===== src/rtl/ad5628_spi_rx_if.sv =====
// ad5628_spi_rx_if
//   Three-wire AD5628 serial bus (SYNC/SCLK/DIN).
//   master : drives sclk, cs, mosi (DAC driver or testbench)
//   slave  : samples sclk, cs, mosi (ad5628_spi_rx)
//   sclk : serial clock, bits launched on the rising edge
//   cs   : SYNC, active low
//   mosi : serial data, MSB first
interface ad5628_spi_rx_if;
  logic sclk;
  logic cs;
  logic mosi;

  modport master (output sclk, output cs, output mosi);
  modport slave  (input  sclk, input  cs, input  mosi);
endinterface


===== src/rtl/ad5628_spi_rx.sv =====
// ad5628_spi_rx
//   Device-side responder for the AD5628 octal DAC serial link. Oversamples
//   the bus on clk, deserialises 32-bit frames and maintains the input/DAC
//   registers, internal-reference enable and LDAC mask.
//
//   Build option: define AD5628_SPI_RX_PWRDN_EN to add per-channel power-down
//   (cmd 0x4, pd_mode output). Without it cmd 0x4 is rejected with cmd_err.
//
//   Ports
//     clk         system clock, at least 4x sclk
//     rst         synchronous active-high reset
//     bus         serial bus (slave modport): sclk, cs, mosi
//     dac_out     DAC registers, channel A in the LSBs
//     ref_en      internal reference enable
//     ldac_mask   LDAC register
//     word_out    last executed frame
//     word_valid  1-cycle pulse per executed frame
//     cmd_err     1-cycle pulse on invalid command or address
//     frame_abort 1-cycle pulse when cs rises after 1..31 bits
//     pd_mode     2 bits per channel power-down mode (option only)
//
//   state   | meaning
//   WAIT_HI | ignore the bus until cs is seen high
//   IDLE    | waiting for cs to fall
//   SHIFT   | shifting bits on sclk falling edges
//   EXEC    | one cycle: decode and apply the frame
//   DONE    | frame consumed, ignore sclk until cs rises
module ad5628_spi_rx #(
  parameter int DATA_W      = 12,
  parameter int SYNC_STAGES = 2
) (
  input  logic                 clk,
  input  logic                 rst,
  ad5628_spi_rx_if.slave       bus,
  output logic [8*DATA_W-1:0]  dac_out,
  output logic                 ref_en,
  output logic [7:0]           ldac_mask,
  output logic [31:0]          word_out,
  output logic                 word_valid,
  output logic                 cmd_err,
  output logic                 frame_abort
`ifdef AD5628_SPI_RX_PWRDN_EN
  ,
  output logic [15:0]          pd_mode
`endif
);

  typedef enum logic [2:0] {
    WAIT_HI,
    IDLE,
    SHIFT,
    EXEC,
    DONE
  } state_t;

  state_t state, state_nx;

  logic [SYNC_STAGES-1:0] sclk_sync, cs_sync, mosi_sync;
  logic sclk_s, cs_s, mosi_s;
  logic sclk_d, cs_d;
  logic sclk_fall, cs_fall, cs_rise;

  logic [31:0] shreg;
  logic [4:0]  bit_cnt;
  logic        shift_en, cnt_clr, do_abort;

  logic [DATA_W-1:0] in_reg  [8];
  logic [DATA_W-1:0] dac_reg [8];

  logic [3:0]        cmd, addr;
  logic [DATA_W-1:0] code;
  logic [7:0]        sel;
  logic              addr_ok;

  // mosi goes through the same depth as sclk so the bit seen with a
  // detected falling edge is the one the master held across that edge.
  always_ff @(posedge clk) begin
    if (rst) begin
      sclk_sync <= '0;
      cs_sync   <= '0;
      mosi_sync <= '0;
      sclk_d    <= 1'b0;
      cs_d      <= 1'b0;
    end else begin
      sclk_sync <= {sclk_sync[SYNC_STAGES-2:0], bus.sclk};
      cs_sync   <= {cs_sync[SYNC_STAGES-2:0],   bus.cs};
      mosi_sync <= {mosi_sync[SYNC_STAGES-2:0], bus.mosi};
      sclk_d    <= sclk_s;
      cs_d      <= cs_s;
    end
  end

  assign sclk_s    = sclk_sync[SYNC_STAGES-1];
  assign cs_s      = cs_sync[SYNC_STAGES-1];
  assign mosi_s    = mosi_sync[SYNC_STAGES-1];
  assign sclk_fall = sclk_d & ~sclk_s;
  assign cs_fall   = cs_d & ~cs_s;
  assign cs_rise   = ~cs_d & cs_s;

  always_ff @(posedge clk) begin
    if (rst) state <= WAIT_HI;
    else     state <= state_nx;
  end

  always_comb begin
    state_nx = state;
    shift_en = 1'b0;
    cnt_clr  = 1'b0;
    do_abort = 1'b0;
    case (state)
      WAIT_HI: if (cs_s) state_nx = IDLE;
      IDLE: begin
        if (cs_fall) begin
          state_nx = SHIFT;
          cnt_clr  = 1'b1;
        end
      end
      SHIFT: begin
        shift_en = sclk_fall;
        // 32nd edge wins over a simultaneous cs rise: the frame is complete.
        if (sclk_fall && bit_cnt == 5'd31) begin
          state_nx = EXEC;
        end else if (cs_rise) begin
          state_nx = IDLE;
          do_abort = sclk_fall || (bit_cnt != 5'd0);
        end
      end
      EXEC: state_nx = DONE;
      // Level test so a cs rise landing during EXEC is not lost.
      DONE: if (cs_s) state_nx = IDLE;
      default: state_nx = WAIT_HI;
    endcase
  end

  assign cmd     = shreg[27:24];
  assign addr    = shreg[23:20];
  assign code    = shreg[19 -: DATA_W];
  assign addr_ok = !addr[3] || (addr == 4'hF);

  always_comb begin
    sel = '0;
    if (addr == 4'hF)  sel = 8'hFF;
    else if (!addr[3]) sel[addr[2:0]] = 1'b1;
  end

  always_ff @(posedge clk) begin
    if (rst) begin
      shreg       <= '0;
      bit_cnt     <= '0;
      ref_en      <= 1'b0;
      ldac_mask   <= '0;
      word_out    <= '0;
      word_valid  <= 1'b0;
      cmd_err     <= 1'b0;
      frame_abort <= 1'b0;
`ifdef AD5628_SPI_RX_PWRDN_EN
      pd_mode     <= '0;
`endif
      for (int i = 0; i < 8; i++) begin
        in_reg[i]  <= '0;
        dac_reg[i] <= '0;
      end
    end else begin
      word_valid  <= 1'b0;
      cmd_err     <= 1'b0;
      frame_abort <= do_abort;

      if (cnt_clr) bit_cnt <= '0;
      if (shift_en) begin
        shreg   <= {shreg[30:0], mosi_s};
        bit_cnt <= bit_cnt + 5'd1;
      end

      if (state == EXEC) begin
        word_out   <= shreg;
        word_valid <= 1'b1;
        case (cmd)
          4'h0, 4'h1, 4'h2, 4'h3: begin
            if (!addr_ok) begin
              cmd_err <= 1'b1;
            end else begin
              for (int i = 0; i < 8; i++) begin
                case (cmd)
                  4'h0: begin
                    if (sel[i]) begin
                      in_reg[i] <= code;
                      if (ldac_mask[i]) dac_reg[i] <= code;
                    end
                  end
                  4'h1: if (sel[i]) dac_reg[i] <= in_reg[i];
                  // Update-all must see the value written in this same frame.
                  4'h2: begin
                    if (sel[i]) begin
                      in_reg[i]  <= code;
                      dac_reg[i] <= code;
                    end else begin
                      dac_reg[i] <= in_reg[i];
                    end
                  end
                  default: begin
                    if (sel[i]) begin
                      in_reg[i]  <= code;
                      dac_reg[i] <= code;
                    end
                  end
                endcase
              end
            end
          end
          4'h4: begin
`ifdef AD5628_SPI_RX_PWRDN_EN
            for (int i = 0; i < 8; i++)
              if (shreg[i]) pd_mode[2*i +: 2] <= shreg[9:8];
`else
            cmd_err <= 1'b1;
`endif
          end
          4'h6: ldac_mask <= shreg[7:0];
          4'h7: begin
            ref_en    <= 1'b0;
            ldac_mask <= '0;
`ifdef AD5628_SPI_RX_PWRDN_EN
            pd_mode   <= '0;
`endif
            for (int i = 0; i < 8; i++) begin
              in_reg[i]  <= '0;
              dac_reg[i] <= '0;
            end
          end
          4'h8: ref_en <= shreg[0];
          default: cmd_err <= 1'b1;
        endcase
      end
    end
  end

  // Powered-down channels read 0 but keep their DAC register for power-up.
  for (genvar g = 0; g < 8; g++) begin : g_out
`ifdef AD5628_SPI_RX_PWRDN_EN
    assign dac_out[g*DATA_W +: DATA_W] =
      (pd_mode[2*g +: 2] != 2'b00) ? '0 : dac_reg[g];
`else
    assign dac_out[g*DATA_W +: DATA_W] = dac_reg[g];
`endif
  end

endmodule


===== src/flat_wrapper.sv =====
// flat-port wrapper written by rule: the top's interface ports become plain ports
module ad5628_spi_rx_flat 
#(
  parameter int DATA_W      = 12,
  parameter int SYNC_STAGES = 2
)
  (clk, rst, dac_out, ref_en, ldac_mask, word_out, word_valid, cmd_err, frame_abort, bus_sclk, bus_cs, bus_mosi);
  ad5628_spi_rx_if bus_i ();
  input  logic clk;
  input  logic rst;
  output logic [8*DATA_W-1:0] dac_out;
  output logic ref_en;
  output logic [7:0] ldac_mask;
  output logic [31:0] word_out;
  output logic word_valid;
  output logic cmd_err;
  output logic frame_abort;
  input wire logic [$bits(bus_i.sclk)-1:0] bus_sclk;
  input wire logic [$bits(bus_i.cs)-1:0] bus_cs;
  input wire logic [$bits(bus_i.mosi)-1:0] bus_mosi;
  assign bus_i.sclk = bus_sclk;
  assign bus_i.cs = bus_cs;
  assign bus_i.mosi = bus_mosi;
  ad5628_spi_rx #(.DATA_W(DATA_W), .SYNC_STAGES(SYNC_STAGES)) u_core (.clk(clk), .rst(rst), .bus(bus_i), .dac_out(dac_out), .ref_en(ref_en), .ldac_mask(ldac_mask), .word_out(word_out), .word_valid(word_valid), .cmd_err(cmd_err), .frame_abort(frame_abort));
endmodule

===== config.mk =====
export PLATFORM = sky130hd
export DESIGN_NAME = ad5628_spi_rx_flat
export DESIGN_NICKNAME = d
export VERILOG_FILES = /design/src/rtl/ad5628_spi_rx_if.sv /design/src/rtl/ad5628_spi_rx.sv /design/src/flat_wrapper.sv
export SDC_FILE = /design/constraint.sdc
export NUM_CORES = 1
export LEC_CHECK = 0
export BUFFER_PORTS_ARGS = -buffer_cell sky130_fd_sc_hd__buf_2
export CAP_MARGIN = 5
export CORE_ASPECT_RATIO = 1.2
export CORE_UTILIZATION = 60
export CTS_CLUSTER_DIAMETER = 120
export DETAILED_ROUTE_END_ITERATION = 12
export GPL_ROUTABILITY_DRIVEN = 0
export PLACE_DENSITY = 0.81
export SYNTH_ARGS = -nofsm -noshare
export SYNTH_HDL_FRONTEND = slang
export SYNTH_SLANG_ARGS = --single-unit

===== constraint.sdc =====
create_clock -name clk -period 4.8 [get_ports clk]
set_input_delay 0.24 -clock clk [delete_from_list [all_inputs] [get_ports clk]]
set_output_delay 0.24 -clock clk [all_outputs]
set_load 0.03 [all_outputs]

# ---- Word level (Yosys, flattened, before mapping)
# Memory sizes are Yosys's and may differ from the RTL's.
# Cells that the tools add are included.
dict set report totals {
  ff_bits 92
  elab_cells 568
  mem_bits_rw 192
  mem_count 2
  out_inout_bits 140
  input_bits 5
}
dict set report classes {
  addsub 1
  n_eq_ne 15
  bitwise 89
  magnitude_cmp 2
  reduce_logical 20
  n_mux 425
}
# memory words width rd rd_ports_with_merged_regs write_ports line
set mem_list {}
lappend mem_list {u_core.dac_reg 8 12 8 0 8 ad5628_spi_rx.sv:68} ;# logic [DATA_W-1:0] dac_reg [8];
lappend mem_list {u_core.in_reg 8 12 8 0 8 ad5628_spi_rx.sv:67} ;# logic [DATA_W-1:0] in_reg [8];
# op n
set op_table {}
lappend op_table {{two-way mux 12 bit} 80}
lappend op_table {{two-way mux 1 bit} 332}
lappend op_table {{OR 1 bit} 80}
lappend op_table {{two-way mux 8 bit} 2}
lappend op_table {{one-hot mux 8 bit (2 select lines)} 1}
lappend op_table {{two-way mux 3 bit} 4}
lappend op_table {{one-hot mux 3 bit (4 select lines)} 1}
lappend op_table {{two-way mux 5 bit} 2}
lappend op_table {{equality test 4 x 2 -> 1 bit, second input constant} 2}
lappend op_table {{equality test 4 x 3 -> 1 bit, second input constant} 2}
lappend op_table {{equality test 4 bit, second input constant} 2}
lappend op_table {{OR reduction 4 bit} 2}
lappend op_table {{equality test 3 x 2 -> 1 bit, second input constant} 2}
lappend op_table {{NOT 1 bit} 6}
lappend op_table {{nonzero test 2 bit} 3}
lappend op_table {{OR reduction 3 bit} 2}
lappend op_table {{adder 5 x 1 -> 5 bit, second input constant} 1}
lappend op_table {{equality test 5 bit, second input constant} 1}
lappend op_table {{nonzero test 5 bit} 1}
lappend op_table {{equality test 4 x 1 -> 1 bit, second input constant} 1}
lappend op_table {{zero test 4 bit} 1}
lappend op_table {{< comparator 3 x 4 -> 1 bit, second input constant} 1}
lappend op_table {{!= test 2 x 1 -> 1 bit, second input constant} 2}
lappend op_table {{one-hot mux 1 bit (2 select lines)} 2}
lappend op_table {{other kinds (13)} 19}

# ---- Longest topological paths before layout
# Gate-level depths: netlist of run 1.
dict set report depth {
  ltp_word 19
  mapped_depth 9
  ltp_nobuf 7
}

# ---- Worst setup path before layout of run 1
# Ideal clock, no wire load.
dict set report synth_timing {
  path_type {register to register}
  startpoint {register u_core.shreg[26]}
  endpoint {memory u_core.in_reg[0][0], enable pin}
  path_stages_with_launch 7
  required_ns 4.402
  n_path_buf 2
  period_less_slack_ns 2.367
  slack_ns 2.433
  setup_ns 0.398
  t_arrival_ns 1.969
  cell_sequence {dfxtp_1 > clkbuf_2 > nor3_1 > and2_4 > buf_6 > nand2_2 > o21ai_0}
}
# item line
set synth_lines {}
lappend synth_lines {{start: declaration} ad5628_spi_rx.sv:63} ;# logic [31:0] shreg;
lappend synth_lines {{start signal: assignment} ad5628_spi_rx.sv:170} ;# shreg <= {shreg[30:0], mosi_s};
lappend synth_lines {{end: declaration} ad5628_spi_rx.sv:67}

==> qor.yml, run 1 <==
run_status:
  outcome: "completed"
global_route:
  grt_util_all_layers_pct: 26.76
  gr-total-overflow: 0
  grt_max_degree: 51
  grt_pass1_vias: 8134
  grt_pass1_wl_um: 41880
  antenna_found_initial: 0
pwr:
  peakVddDrop_v: 0.0003005
  power.density_nw_per_um2: 354.8
  power_switching_uw: 953.9
  p_int_uw: 3737
  comb_power_share_pct: 2.2
  swShare_pct: 20.34
  seqPwrFrac_pct: 53.8
  pwr-share-clk_pct: 44.0
  power_leakage_uw: 0.005188
worst_hold_path:
  hold_path_end: "u_core.bit_cnt[0]$_SDFFE_PP0P_"
  worstHoldPathCells: 2
  min-delay-path-class: "primary input to flop"
  worstHoldStart: "rst"
synth:
  synth-main-ff-cell: "dfxtp_1"
  syn_inst: 1136
  syn_area_um2: 11690
  synth_top_area_cell: "dfxtp_1"
  synth_cell_type_count: 60
  syn_nets: 1144
  synth_edf_count: 96
  synth_top_area_share_pct: 32.20
  yosys_warnings: 0
  synthArstFlopShare_pct: 0
  yosysSeqAreaShare_pct: 56.87
  yosys-top-cells-area: "dfxtp_1 32%, edfxtp_1 25%, mux2i_1 10%"
  ys_ff_latch: 284
  synth.avg_cell_area_um2: 10.29
critical_path:
  required_ns: 4.97
  cp_max_fo: 23
  endpoint_kind: "flop"
  crit_type: "flop to flop"
  worst_r2r_path_depth: 4
  rrSetupSlack_ns: 1.49
  r2r-end: "u_core.dac_reg[0][9]$_SDFFCE_PN0P_"
  start_kind: "flop"
  worstPathArrival_ns: 3.48
  r2r_start: "u_core.shreg[25]$_SDFFE_PP0P_"
floorplan:
  die_x_um: 129.4
  row_count: 55
  dieArea_um2: 20040
  initial_core_util_pct: 61.53
  ioPinCount: 145
  core_um2: 18990
  die_h_um: 154.9
route:
  totalWireLength_um: 26820
  firstDrtPassIters: 5
  ant_nets: 0
  wl_per_cell_um: 17.99
  route.detailed.drc: 0
  vias: 8650
  drt_iter0_drc: 674
  viasPerCell: 5.801
flow_run:
  cap_violations: 0
final_layout:
  final_layout_size_suffix_gt1_share_pct: 17.73
  diodes: 0
  syn_to_final_growth_pct: 13.11
  nets: 1223
  final_util_pct: 69.60
sta:
  slew_headroom_pct: 19.22
  finalSetupTns_ns: 0
  finalCriticalPeriod_ns: 3.311
  finalSetupViolations: 0
  drv_slew: 0
  worst_pin_slew_ns: 1.212
  fmax_mhz: 302.1
  rsz0062_at_grt: "no"
  hold_violations: 0
  clock_skew_ns: 0.009215
  whs_ns: 0.2861
  period_share_pct: 68.97
clock_tree:
  clkSinkCount: 284
  htreeDepth: 1
  root_buffer: "clkbuf_16"
  cts_buffers: 27
  cts_tree: "done"
  clk_latency_ns: 0.53
  clockBufferDepth: 3
  ctsResizeCount: 0
  clk_pin_slew_ns: 0.06
place:
  dp_hpwl_um: 16780
  io_buffers: 144
[worst max path at each step]
stage	from	to	slack [ns]	cells past startpoint
4_1_cts	u_core.shreg[25]$_SDFFE_PP0P_	u_core.dac_reg[0][11]$_SDFFCE_PN0P_	1.51	4
6_report	u_core.shreg[25]$_SDFFE_PP0P_	u_core.dac_reg[0][9]$_SDFFCE_PN0P_	1.49	4
3_3_place_gp	u_core.shreg[25]$_SDFFE_PP0P_	u_core.dac_reg[0][5]$_SDFFCE_PN0P_	1.65	4
5_1_grt	u_core.shreg[23]$_SDFFE_PP0P_	u_core.dac_reg[0][24]$_SDFFCE_PP0P_	1.16	6
3_5_place_dp	u_core.shreg[23]$_SDFFE_PP0P_	u_core.dac_reg[0][27]$_SDFFCE_PP0P_	1.53	6
2_1_floorplan	u_core.shreg[26]$_SDFFE_PP0P_	u_core.in_reg[0][0]$_SDFFCE_PN0P_	2.43	6
[logic make-up (layout without fill, tap and decap cells)]
kind of cell,count (synthesis),after routing,share of synthesized area (%)
and+or+nand+nor,389,389,14.92
DFF,284,284,56.87
AOI/OAI and AO/OA,223,223,12.91
buffers and inverters,118,217,4.807
muxes,117,117,10.02
adders and majority gates,3,3,0.3212
xor gates and xnor gates,2,2,0.1499
[per-layer routing]
layer  track usage, %  wire (µm)
met5                0          0
met4            9.860        819
met3            3.783       1778
met2            45.65      13350
met1            34.47      10870
[critical path: stages (launching register included)]
cell and delay (ns):
dfxtp_1 0.73, nand2_1 0.21, nor3_4 0.66, a21o_1 0.81, or3_1 0.53
[area by class of cell]
type	instances	area [µm²]
repair buffers	162	863.3
clock buffers	43	804.5
clock inverters	6	62.56
fillers	1425	5773
flip-flops and latches	284	6646
well taps	256	320.3
inverters	6	22.52
multi-input cells	734	4501
[cells in the final DEF, fill, tap and decap left out, types with 4 or more instances in the layout]
cell,synthesis,layout
dfxtp_1,188,188
nand2_1,169,169
buf_2,19,144
nor2_1,125,125
mux2i_1,117,117
edfxtp_1,96,96
a21oi_1,96,95
clkbuf_16,0,28
and2_1,24,24
a32o_1,24,24
o21ai_0,19,19
a22oi_1,17,17
buf_4,11,15
a211oi_1,14,14
nor2b_1,13,13
o2bb2ai_1,13,13
a22o_1,12,12
nand2b_1,8,8
nand3_1,8,8
or3_1,8,8
clkbuf_1,57,7
inv_1,6,6
nor3_1,7,6
nand3b_1,4,4
a21o_1,4,4
clkbuf_8,0,4
[through the flow]
| stage | instance area, µm² | worst slack, ns | power [µW] | instances |
|---|---|---|---|---|
| after detailed placement | 12320 | 1.533 | 2679 | 1439 |
| after global placement | 12320 | 1.648 | 2675 | 1439 |
| after global routing | 13220 | 1.163 | 4822 | 1491 |
| final | 13220 | 1.489 | 4691 | 1491 |
| after floorplan | 11690 | 2.433 | 2651 | 1136 |
| after CTS | 13220 | 1.506 | 4709 | 1491 |
[power by group through the flow]
stage	Sequential (µW)	Clock [µW]	Combinational, µW
finish	2520	2060	105
detailed placement	2580	0	104
global route	2520	2180	113
global placement	2570	0	102
floorplan	2600	0	49.6
CTS	2520	2080	106
[synth_stat cells (3+ instances only)]
| cell | instances |
|---|---|
| nand3b_1 | 4 |
| buf_2 | 19 |
| o21ai_0 | 19 |
| a211oi_1 | 14 |
| nor2_1 | 125 |
| nor3b_1 | 3 |
| a22oi_1 | 17 |
| dfxtp_1 | 188 |
| a32o_1 | 24 |
| o21bai_1 | 3 |
| mux2i_1 | 117 |
| inv_1 | 6 |
| nand2b_1 | 8 |
| nand2_1 | 169 |
| clkbuf_1 | 57 |
| nor3_1 | 7 |
| o2bb2ai_1 | 13 |
| and2_1 | 24 |
| and3_1 | 3 |
| a21oi_1 | 96 |
| buf_4 | 11 |
| a32oi_1 | 3 |
| nor2b_1 | 13 |
| buf_6 | 7 |
| a21o_1 | 4 |
| edfxtp_1 | 96 |
| a22o_1 | 12 |
| nand3_1 | 8 |
| or3_1 | 8 |
| buf_1 | 17 |
| ha_1 | 3 |
[what timing repair did]
| item | 4_1_cts | 5_1_grt |
|---|---|---|
| setup buffers | 0 | 0 |
| hold buffers | 3 | 0 |
| endpoints found under the hold margin | 3 | 0 |
No activity file was read; power rests on OpenSTA's default activity.
==> run 2, diff against run 1 <==
--- a/config.mk
+++ b/config.mk
@@ -8,11 +8,11 @@
 export BUFFER_PORTS_ARGS = -buffer_cell sky130_fd_sc_hd__buf_2
 export CAP_MARGIN = 5
 export CORE_ASPECT_RATIO = 1.2
-export CORE_UTILIZATION = 60
+export CORE_UTILIZATION = 58
 export CTS_CLUSTER_DIAMETER = 120
 export DETAILED_ROUTE_END_ITERATION = 12
 export GPL_ROUTABILITY_DRIVEN = 0
-export PLACE_DENSITY = 0.81
+export PLACE_DENSITY = 0.79
 export SYNTH_ARGS = -nofsm -noshare
 export SYNTH_HDL_FRONTEND = slang
 export SYNTH_SLANG_ARGS = --single-unit
==> constraint.sdc (replaced) <==
create_clock -name clk -period 3.35 [get_ports clk]
set_input_delay 0.1675 -clock clk [delete_from_list [all_inputs] [get_ports clk]]
set_output_delay 0.1675 -clock clk [all_outputs]
set_load 0.03 [all_outputs]
==> run 2 against run 1 <==
  * Final cell count grew 1.5%
  * Fmax rose by 18%
  * Utilization down 0.68 points
  * Power rose by 55%
  * Critical endpoint is now u_core.dac_reg[0][11]$_SDFFCE_PN0P_
==> qor.yml, run 2 (synthesis gave the netlist of run 1 again) <==
floorplan:
  initial_core_util_pct: 59.57
  die_h_um: 157.5
  ioPinCount: 145
  dieArea_um2: 20720
  row_count: 56
  core_um2: 19620
  die_x_um: 131.6
global_route:
  antenna_found_initial: 0
  grt_pass1_vias: 8151
  grt_pass1_wl_um: 42230
  grt_util_all_layers_pct: 25.71
  grt_max_degree: 90
  gr-total-overflow: 0
clock_tree:
  post_cts_buffers: 0
  clk_latency_ns: 0.53
  hold_buffers: 3
  htreeDepth: 1
  cts_buffers: 27
  clkSinkCount: 284
  clk_pin_slew_ns: 0.06
  ctsResizeCount: 0
  cts_tree: "done"
  root_buffer: "clkbuf_16"
  clockBufferDepth: 3
route:
  firstDrtPassIters: 5
  vias: 8674
  ant_nets: 0
  dr_wl_met3_um: 1922
  routed-wl-met2_um: 13190
  wl_met1_um: 10800
  totalWireLength_um: 26910
  route.detailed.drc: 0
  viasPerCell: 5.729
  drt_iter0_drc: 829
  wl_per_cell_um: 17.78
  top_layer: "met4"
critical_path:
  cp_num_buf_inv: 0
  crit_path_start: "u_core.shreg[23]$_SDFFE_PP0P_"
  slowest_delay_ns: 0.72
  cp-endpoint: "u_core.dac_reg[0][11]$_SDFFCE_PN0P_"
  worst_r2r_path_depth: 5
  crit_chain: "nand2_1 -> a2bb2oi_1 -> mux2i_1 -> nor2_1 -> or3_1"
  crit_type: "flop to flop"
  cp_slowest_cell: "nor2_1"
  r2r-end: "u_core.dac_reg[0][11]$_SDFFCE_PN0P_"
  required_ns: 3.52
  crit_cells: 5
  start_kind: "flop"
  endpoint_kind: "flop"
  worstPathArrival_ns: 2.97
  cp_max_fo: 16
  r2r_start: "u_core.shreg[23]$_SDFFE_PP0P_"
  rrSetupSlack_ns: 0.55
  path_delay_family: "simple AND/OR/NAND/NOR gates"
sta:
  clock_skew_ns: 0.01094
  finalSetupViolations: 0
  worst_pin_slew_ns: 1.054
  rsz0062_at_grt: "no"
  fmax_mhz: 357.1
  finalSetupTns_ns: 0
  finalCriticalPeriod_ns: 2.800
  drv_slew: 0
  period_share_pct: 83.58
  slew_headroom_pct: 29.61
  hold_violations: 0
pwr:
  power_leakage_uw: 0.005350
  power.density_nw_per_um2: 538.1
  peakVddDrop_v: 0.0003834
  p_total_uw: 7277
final_layout:
  diodes: 0
  multi_input_area_um2: 4493
  design_area_um2: 13520
  n_fill_cell: 1468
  layout.cells.non_filler: 1514
  layout_commonest_cell: "dfxtp_1"
  final_layout_size_suffix_gt1_share_pct: 19.07
  nets: 1240
  seqCellArea_um2: 6646
  syn_to_final_growth_pct: 15.71
  final_util_pct: 68.93
  layout_common_cells: "188 x dfxtp_1, 169 x nand2_1, 144 x buf_2"
place:
  dp_hpwl_um: 16950
  io_buffers: 144
  dp.cells: 1461
  placed_cell_area_um2: 12450
run_status:
  outcome: "completed"
worst_hold_path:
  worstHoldStart: "rst"
  min-delay-path-class: "primary input to flop"
flow_run:
  cap_violations: 0
## run 2: cell types whose count changed in the layout (fill, tap and decap cells not counted), moves of 3 or more
cell	previous run	this run
buf_4	15	32
clkbuf_1	7	3
clkbuf_2	3	0
bufinv_16	1	9
## run 2: area by class of cell
class                   instances  share of cell area, %
clock buffers                  33                  5.385
inverters                       6                 0.1665
flip-flops and latches        284                  49.15
well taps                     261                  2.415
clock inverters                17                  2.332
repair buffers                179                  7.328
multi-input cells             734                  33.23
## run 2: metal layers
metal,up-vias,global-route usage [%]
met5,-,0
met1,4112,31.64
li1,4153,-
met3,64,4.219
met2,345,44.57
met4,0,11.46
## run 2: power breakdown
group	leakage, µW	switching (µW)	internal (µW)	total (µW)
Clock	0.000512	1270	2240	3510
Combinational	0.00233	119	38.5	158
Sequential	0.00251	15.5	3600	3610
## run 2: worst register-to-register path: stages, from the launching register on
cell       delay [ns]
dfxtp_1          0.64
nand2_1          0.21
a2bb2oi_1        0.22
mux2i_1          0.14
nor2_1           0.72
or3_1            0.50
## run 2: how the worst min path moves through the flow
stage,end,slack [ns],cells after the start
finish,u_core.dac_reg[1][29]$_SDFFE_PP0P_,0.30,5
global placement,u_core.cs_sync[0]$_SDFF_PP0_,0.38,2
CTS,u_core.dac_reg[1][29]$_SDFFE_PP0P_,0.29,5
detailed placement,u_core.mosi_sync[0]$_SDFF_PP0_,0.38,2
global route,u_core.dac_reg[1][14]$_SDFFE_PP0P_,0.33,5
floorplan,u_core.cs_sync[0]$_SDFF_PP0_,0.30,1
## run 2: stage by stage
| step | hold slack (ns) | setup slack, ns |
|---|---|---|
| after floorplan | 0.2957 | 0.9830 |
| after global placement | 0.3820 | 0.7519 |
| after detailed placement | 0.3843 | 0.6441 |
| after CTS | 0.2885 | 0.6142 |
| after global routing | 0.3341 | 0.2647 |
| final | 0.2980 | 0.5500 |
